`config.mk`:
```
export PLATFORM = sky130hd
export DESIGN_NAME = regfile_scan_reader
export DESIGN_NICKNAME = d
export VERILOG_FILES = /design/src/rtl/regfile_scan_reader.sv
export SDC_FILE = /design/constraint.sdc
export NUM_CORES = 1
export LEC_CHECK = 0
export ABC_AREA = 1
export CORE_MARGIN = 2
export CORE_UTILIZATION = 53
export CTS_BUF_LIST = sky130_fd_sc_hd__clkbuf_16
export CTS_CLUSTER_SIZE = 12
export DETAILED_ROUTE_END_ITERATION = 6
export PLACE_DENSITY = 0.79
export SLEW_MARGIN = 20
export SYNTH_ARGS = -nofsm -noshare
export SYNTH_HDL_FRONTEND = slang
export SYNTH_SLANG_ARGS = --single-unit
```
`constraint.sdc`:
```
create_clock -name clk -period 2.4 [get_ports clk]
set_input_delay 0.24 -clock clk [delete_from_list [all_inputs] [get_ports clk]]
set_output_delay 0.24 -clock clk [all_outputs]
set_load 0.01 [all_outputs]
```
`src/rtl/regfile_scan_reader.sv`:
```
// Steps through a register file one entry per button press or auto-scan tick,
// holding the most recent captured value and its address for display.
module regfile_scan_reader #(
    parameter int NUM_REGS    = 16,
    parameter int READ_LAT    = 1,
    parameter int AUTO_PERIOD = 50_000_000
) (
    input  logic        clk,
    input  logic        reset,
    input  logic        btn_step_n,
    input  logic        btn_auto_n,
    output logic [3:0]  rd_addr,
    input  logic [15:0] rd_data,
    output logic [15:0] disp_value,
    output logic [3:0]  disp_addr,
    output logic        disp_valid,
    output logic        busy,
    output logic        auto_en
);

    localparam int TW = $clog2(AUTO_PERIOD);

    typedef enum logic [1:0] {IDLE, ISSUE, WAIT} state_t;

    state_t        state_q, state_d;
    logic [2:0]    step_sync_q, step_sync_d;
    logic [2:0]    auto_sync_q, auto_sync_d;
    logic [3:0]    ptr_q, ptr_d;
    logic [3:0]    rd_addr_q, rd_addr_d;
    logic [1:0]    wait_q, wait_d;
    logic [15:0]   disp_value_q, disp_value_d;
    logic [3:0]    disp_addr_q, disp_addr_d;
    logic          disp_valid_q, disp_valid_d;
    logic          auto_en_q, auto_en_d;
    logic [TW-1:0] tick_q, tick_d;

    logic step_ev;
    logic auto_ev;
    logic auto_tick;

    // Bit 0/1 are the synchronizer pair, bit 2 is the history flop; a press is
    // the history still high while the synchronized level has dropped.
    assign step_ev   = step_sync_q[2] & ~step_sync_q[1];
    assign auto_ev   = auto_sync_q[2] & ~auto_sync_q[1];
    assign auto_tick = auto_en_q && (tick_q == TW'(AUTO_PERIOD - 1));

    always_comb begin
        step_sync_d  = {step_sync_q[1:0], btn_step_n};
        auto_sync_d  = {auto_sync_q[1:0], btn_auto_n};
        state_d      = state_q;
        ptr_d        = ptr_q;
        rd_addr_d    = rd_addr_q;
        wait_d       = wait_q;
        disp_value_d = disp_value_q;
        disp_addr_d  = disp_addr_q;
        disp_valid_d = disp_valid_q;
        auto_en_d    = auto_en_q ^ auto_ev;

        if (!auto_en_q || auto_tick) begin
            tick_d = '0;
        end else begin
            tick_d = tick_q + TW'(1);
        end

        // Requests arriving outside IDLE are simply ignored.
        case (state_q)
            IDLE: begin
                if (step_ev || auto_tick) begin
                    state_d   = ISSUE;
                    rd_addr_d = ptr_q;
                end
            end
            ISSUE: begin
                state_d = WAIT;
                wait_d  = '0;
            end
            WAIT: begin
                if (wait_q == 2'(READ_LAT - 1)) begin
                    state_d      = IDLE;
                    disp_value_d = rd_data;
                    disp_addr_d  = rd_addr_q;
                    disp_valid_d = 1'b1;
                    ptr_d        = (ptr_q == 4'(NUM_REGS - 1)) ? 4'd0 : ptr_q + 4'd1;
                end else begin
                    wait_d = wait_q + 2'd1;
                end
            end
            default: state_d = IDLE;
        endcase
    end

    always_ff @(posedge clk or posedge reset) begin
        if (reset) begin
            state_q      <= IDLE;
            step_sync_q  <= 3'b111;
            auto_sync_q  <= 3'b111;
            ptr_q        <= '0;
            rd_addr_q    <= '0;
            wait_q       <= '0;
            disp_value_q <= '0;
            disp_addr_q  <= '0;
            disp_valid_q <= 1'b0;
            auto_en_q    <= 1'b0;
            tick_q       <= '0;
        end else begin
            state_q      <= state_d;
            step_sync_q  <= step_sync_d;
            auto_sync_q  <= auto_sync_d;
            ptr_q        <= ptr_d;
            rd_addr_q    <= rd_addr_d;
            wait_q       <= wait_d;
            disp_value_q <= disp_value_d;
            disp_addr_q  <= disp_addr_d;
            disp_valid_q <= disp_valid_d;
            auto_en_q    <= auto_en_d;
            tick_q       <= tick_d;
        end
    end

    assign rd_addr    = rd_addr_q;
    assign disp_value = disp_value_q;
    assign disp_addr  = disp_addr_q;
    assign disp_valid = disp_valid_q;
    assign auto_en    = auto_en_q;
    assign busy       = (state_q != IDLE);

endmodule

```
======== Word-level counts from Yosys, hierarchy flattened ========
Index checks and enable logic that the tools add are counted.
cells by class
  add/subtract/negate cells ............... 3
  equality and inequality tests ........... 7
  mux-type cells .......................... 7
  bitwise logic cells ..................... 5
  reductions and logical operators ........ 12
operators with widths
  kind                     number
  $add A26 B1 Y26 const B  1
  $eq A26 B26 Y1 const B   1
  $mux W26                 1
  $reduce_and A2 Y1        4
  $mux W2                  3
  $ne A2 B2 Y1 const B     3
  $pmux W2 S3              1
  $add A4 B1 Y4 const B    1
  $eq A4 B4 Y1 const B     1
  $logic_not A2 Y1         2
  $mux W4                  1
  $pmux W2 S2              1
  $reduce_bool A2 Y1       2
  $add A2 B1 Y2 const B    1
  $and A1 B1 Y1            2
  $eq A2 B1 Y1 const B     1
  $eq A2 B2 Y1 const B     1
  $logic_or A1 B1 Y1       2
  $not A1 Y1               2
  $logic_and A1 B1 Y1      1
  $logic_not A1 Y1         1
  $xor A1 B1 Y1            1
word-level totals
  register bits after elaboration ......... 66
  input port bits ......................... 20
  output and inout port bits .............. 27
  logic and storage cells ................. 45

======== Logic depth before layout (Yosys ltp) ========
Gate-level depths: netlist (run 1).
  depth after elaboration ................. 5
  mapped depth ............................ 10
  mapped depth without buffers ............ 10

======== Worst setup path before layout (run 1) ========
Ideal clock, no wire load.
  kind .................................... register to register
  from .................................... register tick_q[0]
  to ...................................... register rd_addr_q[0], in the netlist rd_addr[0]
  setup time .............................. 117 ps
  arrival time ............................ 1323 ps
  required time ........................... 2283 ps
  path slack .............................. 960 ps
  stages on the path, launching flop included .. 11
  path buffers ............................ 0
  clock period less this slack ............ 1440 ps
  cells stage by stage .................... dfrtp_1 -> ha_1 -> nand2_2 -> nor2_4 -> nand2_1 -> nor2_2 -> nand3_1 -> nand2_2 -> nand2_4 -> nand2_1 -> nand2_1
between the ends
  longest elaborated chain between the ends .. 4
ends and longest elaborated chain
  item                                RTL line  text
  start: declaration                  35        logic [TW-1:0] tick_q, tick_d;
  start signal: assignment            116       tick_q <= tick_d;
  $eq A26 B26 Y1                      45        assign auto_tick = auto_en_q && (tick_q == TW'(AUTO_PERIOD - 1));
  $logic_and A1 B1 Y1                 45
  $logic_or A1 B1 Y1                  68        if (step_ev || auto_tick) begin
  $reduce_and A2 Y1 (no source line)  --
  end signal: assignment              110       rd_addr_q <= rd_addr_d;
  end: declaration                    29        logic [3:0] rd_addr_q, rd_addr_d;
No other way between the ends.
A chain may end at the register's enable or synchronous reset.

======== Worst setup path after layout (run 1) ========
  from .................................... register state_q[0]
  to ...................................... output busy
between the ends
  longest elaborated chain between the ends .. 1
ends and longest elaborated chain
  item                      RTL line  text
  start: declaration        25        state_t state_q, state_d;
  start signal: assignment  106       state_q <= state_d;
  $reduce_bool A2 Y1        125       assign busy = (state_q != IDLE);
  end: declaration          17        output logic busy,
No other way between the ends.

==> qor.csv, run 1 <==
metric;value;unit
status;finished clean;
r2r-end;tick_q[2]$_DFF_PP0_;
clkTransAtPathRegs;0.05;ns
r2r_slack;0.72;ns
rows;27;
numCtsBuffers;9;
synth_cell_type_count;26;
p_clk_share;38.0;%
post_cts_buffers;0;
antenna_found_initial;0;
arrival;1.67;ns
htreeDepth;3;
yosysMostFrequentCell;nand2_1;
synth_top_cell_by_area;dfrtp_1;
relSlewSlack;65.6;%
hold_viol;0;
crit_path_end_kind;primary output;
synth-seq-area-share;54.2;%
via_per_inst;5.01;
synth_enable_flop_cells;0;
vias;2562;
async_flop_share;100;%
cp-startpoint;state_q[0]$_DFFE_PP0P_;
grtUsageTotal;24.2;%
setup_ws;0.487;ns
startpoint_type;flop;
clock_sinks;66;
routed_wl;6.86;mm
grt_max_degree;41;
fp.dieW;80.0;um
r2r_cells;8;
drt_iter0_drc;183;
min-delay-path-class;in2async;
maxCapViolCount;0;
drc_errors;0;
fin_skew;0.00437;ns
setup_viol;0;
swShare;27.6;%
syn_area;0.00306;mm2
die_h;80.0;um
hold_ws;0.299;ns
syn_avg_cell_area;8.08;um2
antenna_cells;0;
switching_power;979;uW
boundaryPins;47;
peakVddDrop;0.000699;V
period_share;79.7;%
dp_slack;0.776;ns
core_area;0.00554;mm2
cts_resized;0;
p_comb_share;20.5;%
routedWlPerCell;13.4;um
antenna_left;0;
critPathRequiredTime;2.16;ns
clkLatencyLatePin;0.32;ns
area_growth;27.8;%
synthFlopType;dfrtp_1;
power_leakage;0.00180;uW
timing.rr.start;tick_q[0]$_DFF_PP0_;
tightest_slew;0.516;ns
fin_nets;457;
grt.overflow.total;0;
place_area;0.00360;mm2
postLayoutCellArea;0.00391;mm2
cts_hold_buffers;0;
syn_inst;379;
synth_top_area_share;49.0;%
cts_root_buffer;clkbuf_16;
synth_area_leaders;dfrtp_1 (49%), nand2_1 (17%), nor2_1 (7.2%), dfstp_2 (5.1%), inv_1 (4.3%);
first_pass_iters;4;
cts_buffer_depth;2;
grt_pass1_wl;11.7;mm
place.port_buffers;46;
die-area;0.00640;mm2
fillers;468;
first_global_vias;2596;
cts_tree;yes;
intPower;2570;uW
sequentialPowerShare;41.5;%
cp_max_fo;6;
fin_crit;1.91;ns
path_class;reg2out;
finalMaxSlewViolations;0;
yosys-top-cells-count;nand2_1 (139), dfrtp_1 (60), nor2_1 (59), inv_1 (35), nand3_1 (24);
tns;0;ns
powerDensity;908;mW/mm2
start_util;55.3;%
ys_warn_count;0;
synth.ff_latch_count;66;
synthesis.nets;402;
drive_above_1_share;8.43;%
dp_hpwl;4.82;mm
power;3550;uW
fmax;0.523;GHz
worstSetupEndpoint;busy;
gp_congestion;0.936;
rsz0062_at_grt;no;
## area by class of cell
type | instances | area (um2) | share of cell area (%)
Inverter | 36 | 135 | 3.45
Multi-Input combinational cell | 271 | 1230 | 31.4
Tap cell | 72 | 90.1 | 2.30
Clock buffer | 9 | 225 | 5.76
Timing Repair Buffer | 50 | 490 | 12.5
Sequential cell | 66 | 1660 | 42.4
Clock inverter | 7 | 85.1 | 2.17
## worst max-delay path, cell delays in order, from the launching register on
cell and delay, ns:
dfrtp_1 0.39, nor2_1 0.37, inv_1 0.09, clkdlybuf4s50_1 0.49
## cells in the final DEF, fill, tap and decap left out, types with 3 or more instances in the layout
master / count
buf_4: 4
clkbuf_16: 9
dfstp_2: 6
a21oi_1: 6
nand3_1: 24
o21ai_0: 5
nor2_1: 59
inv_1: 35
nor2_2: 3
ha_1: 3
nor3_1: 7
nand2_1: 139
xnor2_1: 8
xor2_1: 4
dfrtp_1: 60
clkdlybuf4s50_1: 46
## metal layers
metal  share of wire [%]  GRT usage [%]  vias to the layer above
met5                   0              0                        -
li1                    -              -                     1270
met2                  51           40.3                       51
met1                  43           29.5                     1229
met3                 3.9           7.69                       12
met4                 2.0           8.47                        0
## metrics by stage
step,instances,utilization (%)
global route,511,70.6
CTS,511,70.6
global placement,495,65.0
detailed placement,495,65.0
finish,511,70.6
floorplan,379,-
## cell families after synthesis
kind of cell | share of synthesized area (%)
AND/OR/NAND/NOR | 33.6
flip-flops | 54.2
XOR/XNOR | 3.43
AO/OA/AOI/OAI | 1.80
adder cells (fa/ha/maj) | 1.23
buffers and inverters | 5.72
## power groups by stage
stage | clock network, uW | registers [uW] | logic [uW]
final | 1350 | 1470 | 728
after global routing | 1430 | 1500 | 810
after CTS | 1380 | 1470 | 740
after detailed placement | 0 | 1480 | 733
after global placement | 0 | 1480 | 718
after floorplan | 0 | 1520 | 318
## state kept, by name (all words and copies together), names as in the netlist
name / cells
tick_q: 26
disp_value: 16
disp_addr: 4
ptr_q: 4
rd_addr: 4
auto_sync_q: 3
step_sync_q: 3
state_q: 2
wait_q: 2
auto_en: 1
disp_valid: 1
## worst min-delay path by stage
| stage | startpoint | cells past startpoint | end |
|---|---|---|---|
| after global routing | reset | 3 | rd_addr[1]$_DFFE_PP0P_ |
| after detailed placement | step_sync_q[0]$_DFF_PP1_ | 0 | step_sync_q[1]$_DFF_PP1_ |
| after CTS | reset | 3 | disp_value[11]$_DFFE_PP0P_ |
| after floorplan | btn_auto_n | 0 | auto_sync_q[0]$_DFF_PP1_ |
| after global placement | auto_sync_q[0]$_DFF_PP1_ | 0 | auto_sync_q[1]$_DFF_PP1_ |
| final | reset | 3 | ptr_q[3]$_DFFE_PP0P_ |
No activity file was read; power rests on OpenSTA's default activity.
==> run 2: changes to the inputs <==
==> constraint.sdc (replaced) <==
create_clock -name clk -period 2.01 [get_ports clk]
set_input_delay 0.201 -clock clk [delete_from_list [all_inputs] [get_ports clk]]
set_output_delay 0.201 -clock clk [all_outputs]
set_load 0.01 [all_outputs]
==> run 2 against run 1 <==
  * Sequential power increased by 20%
  * Via count decreased by 0.82%
  * Global-route usage decreased by 0.36 points
  * Highest routed layer unchanged
==> qor.csv, run 2 (synthesis results as in run 1) <==
metric;value;unit;change
fin_skew;0.00480;ns;was 0.00437 ns
r2r_slack;0.33;ns;was 0.72 ns
powerDensity;1080;mW/mm2;was 908 mW/mm2
cpPeakStageDelay;0.47;ns;was 0.49 ns
cts_hold_buffers;0;;unchanged
antenna_cells;0;;unchanged
crit_family;buffers and inverters;;unchanged
rsz0062_at_grt;no;;unchanged
path_buf_inv;3;;was 2
start_util;55.3;%;unchanged
setup_viol;0;;unchanged
maxCapViolCount;0;;unchanged
drt_iter0_drc;191;;was 183
fmax;0.573;GHz;
antenna_found_initial;0;;unchanged
numCtsBuffers;9;;unchanged
drive_above_1_share;8.88;%;was 8.43%
clock_sinks;66;;unchanged
dp_slack;0.365;ns;was 0.776 ns
top_register;tick_q;;unchanged
period_share;86.9;%;
drc_errors;0;;unchanged
first_global_vias;2496;;was 2,596
fin_nets;457;;unchanged
hold_viol;0;;unchanged
htreeDepth;3;;unchanged
startpoint_type;flop;;unchanged
critPathRequiredTime;1.81;ns;was 2.16 ns
final_cell_mix;nand2_1 (139), dfrtp_1 (60), nor2_1 (59);;unchanged
multi_input_area;0.00123;mm2;unchanged
clkLatencyLatePin;0.33;ns;was 0.32 ns
final_core_utilization;70.7;%;was 70.6%
grt_pass1_wl;11.6;mm;was 11.7 mm
grt.overflow.total;0;;unchanged
first_pass_iters;5;;was 4
hold_ws;0.240;ns;was 0.299 ns
fin_crit;1.75;ns;
vias;2541;;was 2,562
cts_resized;0;;unchanged
layout_commonest_cell;nand2_1;;unchanged
worstPathCellList;nor2_1 -> buf_4 -> inv_1 -> clkdlybuf4s50_1;;was nor2_1 -> inv_1 -> clkdlybuf4s50_1
cp_max_fo;6;;unchanged
crit_path_end_kind;primary output;;unchanged
via_per_inst;4.97;;was 5.01
rows;27;;unchanged
cts_root_buffer;clkbuf_16;;unchanged
fp.dieW;80.0;um;unchanged
clkTransAtPathRegs;0.06;ns;was 0.05 ns
dp_hpwl;4.77;mm;was 4.82 mm
status;finished clean;;unchanged
power_leakage;0.00179;uW;was 0.00180 uW
gp_congestion;0.938;;was 0.936
die-area;0.00640;mm2;unchanged
fillers;433;;was 468
min-delay-path-class;in2async;;unchanged
arrival;1.55;ns;was 1.67 ns
path_class;reg2out;;unchanged
setup_ws;0.264;ns;was 0.487 ns
core_area;0.00554;mm2;unchanged
tightest_slew;0.452;ns;was 0.516 ns
grt_max_degree;67;;was 41
place.port_buffers;46;;unchanged
routedWlPerCell;13.4;um;about the same
register_area;0.00166;mm2;unchanged
cts_buffer_depth;2;;unchanged
grtUsageTotal;23.8;%;was 24.2%
power;4220;uW;was 3550 uW
largest_register_ffs;26;;unchanged
routed_wl;6.86;mm;about the same
relSlewSlack;69.7;%;was 65.6%
area_growth;28.0;%;was 27.8%
die_h;80.0;um;unchanged
post_cts_buffers;0;;unchanged
peakVddDrop;0.000852;V;was 0.000699 V
antenna_left;0;;unchanged
finalMaxSlewViolations;0;;unchanged
tns;0;ns;unchanged
crit_slowest_cell;clkdlybuf4s50_1;;unchanged
boundaryPins;47;;unchanged
cts_tree;yes;;unchanged
==> run 2: changes by cell type in the layout (fill, tap and decap cells not counted) <==
cell / delta
clkinv_2: -2
clkinv_4: +2
clkinvlp_4: +2
buf_12: +1
buf_4: -1
bufinv_16: -1
clkinv_1: -1
inv_1: -1
inv_6: +1
==> run 2: stage by stage <==
step                      area [um2]  cells
after floorplan                 3060    379
after global placement          3610    495
after detailed placement        3610    495
after CTS                       3920    511
after global routing            3920    511
final                           3920    511
==> run 2: worst paths after layout <==
path,cells past startpoint,end,from
setup / recovery,4,busy,state_q[0]$_DFFE_PP0P_
hold / removal,3,ptr_q[2]$_DFFE_PP0P_,reset
setup reg to reg,8,tick_q[11]$_DFF_PP0_,tick_q[0]$_DFF_PP0_
hold reg to reg,0,step_sync_q[1]$_DFF_PP1_,step_sync_q[0]$_DFF_PP1_
max in group asynchronous,3,auto_sync_q[2]$_DFF_PP1_,reset
min in group clk,1,step_sync_q[0]$_DFF_PP1_,btn_step_n
==> run 2: report_power, final <==
part           internal (uW)  switching [uW]  total, uW
registers               1560             200       1760
logic                    445             440        885
clock network            967             608       1580
total                   2970            1250       4220
==> run 2: layout make-up <==
class | instances | share of cell area (%)
clock buffer | 9 | 5.75
clock inverter | 7 | 2.01
inverter | 36 | 3.45
multi-input combinational | 271 | 31.3
sequential | 66 | 42.3
tap | 72 | 2.30
timing repair buffer | 50 | 12.8
==> run 2: routing by layer <==
metal	vias up	track usage (%)	share of wire, %
met5	-	0	0
met4	0	10.5	1.7
met3	11	4.75	5.0
met2	68	37.7	48
met1	1190	31.8	45
li1	1272	-	-
==> run 2: worst min-delay path, stage by stage <==
cell and delay (ns):
clkdlybuf4s50_1 0.41, inv_2 0.07, buf_12 0.29
==> run 3: changes to the inputs <==
--- a/config.mk
+++ b/config.mk
@@ -6,12 +6,13 @@
 export NUM_CORES = 1
 export LEC_CHECK = 0
 export ABC_AREA = 1
+export CAP_MARGIN = 20
 export CORE_MARGIN = 2
 export CORE_UTILIZATION = 53
 export CTS_BUF_LIST = sky130_fd_sc_hd__clkbuf_16
-export CTS_CLUSTER_SIZE = 12
+export CTS_CLUSTER_SIZE = 30
 export DETAILED_ROUTE_END_ITERATION = 6
-export PLACE_DENSITY = 0.79
+export PLACE_DENSITY = 0.89
 export SLEW_MARGIN = 20
 export SYNTH_ARGS = -nofsm -noshare
 export SYNTH_HDL_FRONTEND = slang
==> run 3 against run 2 <==
  * Count of clock-buffer cells in the layout stayed put
  * Via count is 5.8% higher
  * Fmax is 1.3% higher
  * Final cell count stayed put
  * Flip-flop and latch count stayed put
  * Critical path depth stayed put
  * Total power is 0.65% higher
  * Highest routed layer unchanged
  * Critical path type unchanged
  * Wire length is 7.2% higher
==> qor.csv, run 3 (synthesis results as in run 1) <==
metric;value;unit;change
gp_congestion;0.942;;was 0.938
setup_viol;0;;unchanged
peakVddDrop;0.000979;V;was 0.000852 V
status;finished clean;;unchanged
antenna_found_initial;0;;unchanged
largest_register_ffs;26;;unchanged
fin_skew;0.0107;ns;was 0.00480 ns
post_cts_buffers;0;;unchanged
start_util;55.3;%;unchanged
hold_viol;0;;unchanged
grt.overflow.total;0;;unchanged
cts_hold_buffers;0;;unchanged
grtUsageTotal;25.2;%;was 23.8%
first_global_vias;2672;;was 2,496
place_area;0.00361;mm2;unchanged
place.port_buffers;46;;unchanged
antenna_cells;0;;unchanged
top_register;tick_q;;unchanged
hold_ws;0.187;ns;was 0.240 ns
routed_wl;7.36;mm;was 6.86 mm
startpoint_type;flop;;unchanged
fin_nets;457;;unchanged
clkTransAtPathRegs;0.06;ns;about the same
drive_above_1_share;8.88;%;unchanged
rsz0062_at_grt;no;;unchanged
critPathRequiredTime;1.81;ns;about the same
via_per_inst;5.26;;was 4.97
cts_resized;0;;unchanged
cts_root_buffer;clkbuf_16;;unchanged
clkLatencyLatePin;0.34;ns;was 0.33 ns
grt_max_degree;48;;was 67
period_share;85.7;%;was 86.9%
path_class;reg2out;;unchanged
tns;0;ns;unchanged
arrival;1.52;ns;was 1.55 ns
postLayoutCellArea;0.00392;mm2;about the same
vias;2689;;was 2,541
fin_crit;1.72;ns;was 1.75 ns
cts_tree;yes;;unchanged
powerDensity;1080;mW/mm2;about the same
power_leakage;0.00180;uW;was 0.00179 uW
dp_slack;0.373;ns;was 0.365 ns
fp.dieW;80.0;um;unchanged
antenna_left;0;;unchanged
cp_max_fo;6;;unchanged
drc_errors;0;;unchanged
area_growth;27.9;%;was 28.0%
htreeDepth;3;;unchanged
finalMaxSlewViolations;0;;unchanged
die_h;80.0;um;unchanged
min-delay-path-class;in2async;;unchanged
tightest_slew;0.442;ns;was 0.452 ns
rows;27;;unchanged
cts_buffer_depth;2;;unchanged
die-area;0.00640;mm2;unchanged
final_cell_mix;nand2_1 (139), dfrtp_1 (60), nor2_1 (59);;unchanged
fmax;0.580;GHz;was 0.573 GHz
crit_path_end_kind;primary output;;unchanged
numCtsBuffers;9;;unchanged
core_area;0.00554;mm2;unchanged
boundaryPins;47;;unchanged
grt_pass1_wl;12.3;mm;was 11.6 mm
drt_iter0_drc;275;;was 191
routedWlPerCell;14.4;um;was 13.4 um
relSlewSlack;70.5;%;was 69.7%
layout_commonest_cell;nand2_1;;unchanged
setup_ws;0.286;ns;was 0.264 ns
first_pass_iters;5;;unchanged
maxCapViolCount;0;;unchanged
dp_hpwl;4.85;mm;was 4.77 mm
clock_sinks;66;;unchanged
-- run 3: final timing paths --
kind / from / to / slack (ns) / cells after the start
max in group asynchronous: reset / tick_q[6]$_DFF_PP0_ / 1.23 / 3
setup / recovery: state_q[0]$_DFFE_PP0P_ / busy / 0.29 / 4
hold reg to reg: auto_sync_q[0]$_DFF_PP1_ / auto_sync_q[1]$_DFF_PP1_ / 0.35 / 0
min in group clk: btn_auto_n / auto_sync_q[0]$_DFF_PP1_ / 0.27 / 1
hold / removal: reset / tick_q[14]$_DFF_PP0_ / 0.19 / 2
setup reg to reg: tick_q[0]$_DFF_PP0_ / tick_q[23]$_DFF_PP0_ / 0.35 / 8
-- run 3: area by class of cell --
class | count | area [um2]
Sequential cell | 66 | 1660
Fill cell | 409 | 1620
Multi-Input combinational cell | 271 | 1230
Timing Repair Buffer | 50 | 503
Clock buffer | 9 | 225
Inverter | 36 | 135
Tap cell | 72 | 90.1
Clock inverter | 7 | 76.3
-- run 3: critical path, cell delays in order, from the launching register on --
cell	delay (ns)
dfrtp_1	0.39
nor2_1	0.11
buf_4	0.17
inv_1	0.05
clkdlybuf4s50_1	0.47
-- run 3: where the power goes --
group          internal [uW]  total [uW]  switching, uW
logic                    446         882            436
registers               1560        1780            218
clock network            968        1590            621
total                   2970        4250           1280
-- run 3: metrics by stage --
stage	total power [uW]	utilization (%)	std cells
detailed placement	2660	65.2	495
CTS	4250	70.7	511
global route	4430	70.7	511
global placement	2610	65.2	495
finish	4250	70.7	511
floorplan	2200	-	379
-- run 3: routing by layer --
| layer | wire (um) | vias to the layer above | track usage [%] |
|---|---|---|---|
| met4 | 135 | 0 | 6.27 |
| met3 | 542 | 22 | 7.24 |
| li1 | - | 1274 | - |
| met5 | 0 | - | 0 |
| met1 | 2930 | 1271 | 31.2 |
| met2 | 3740 | 122 | 43.3 |
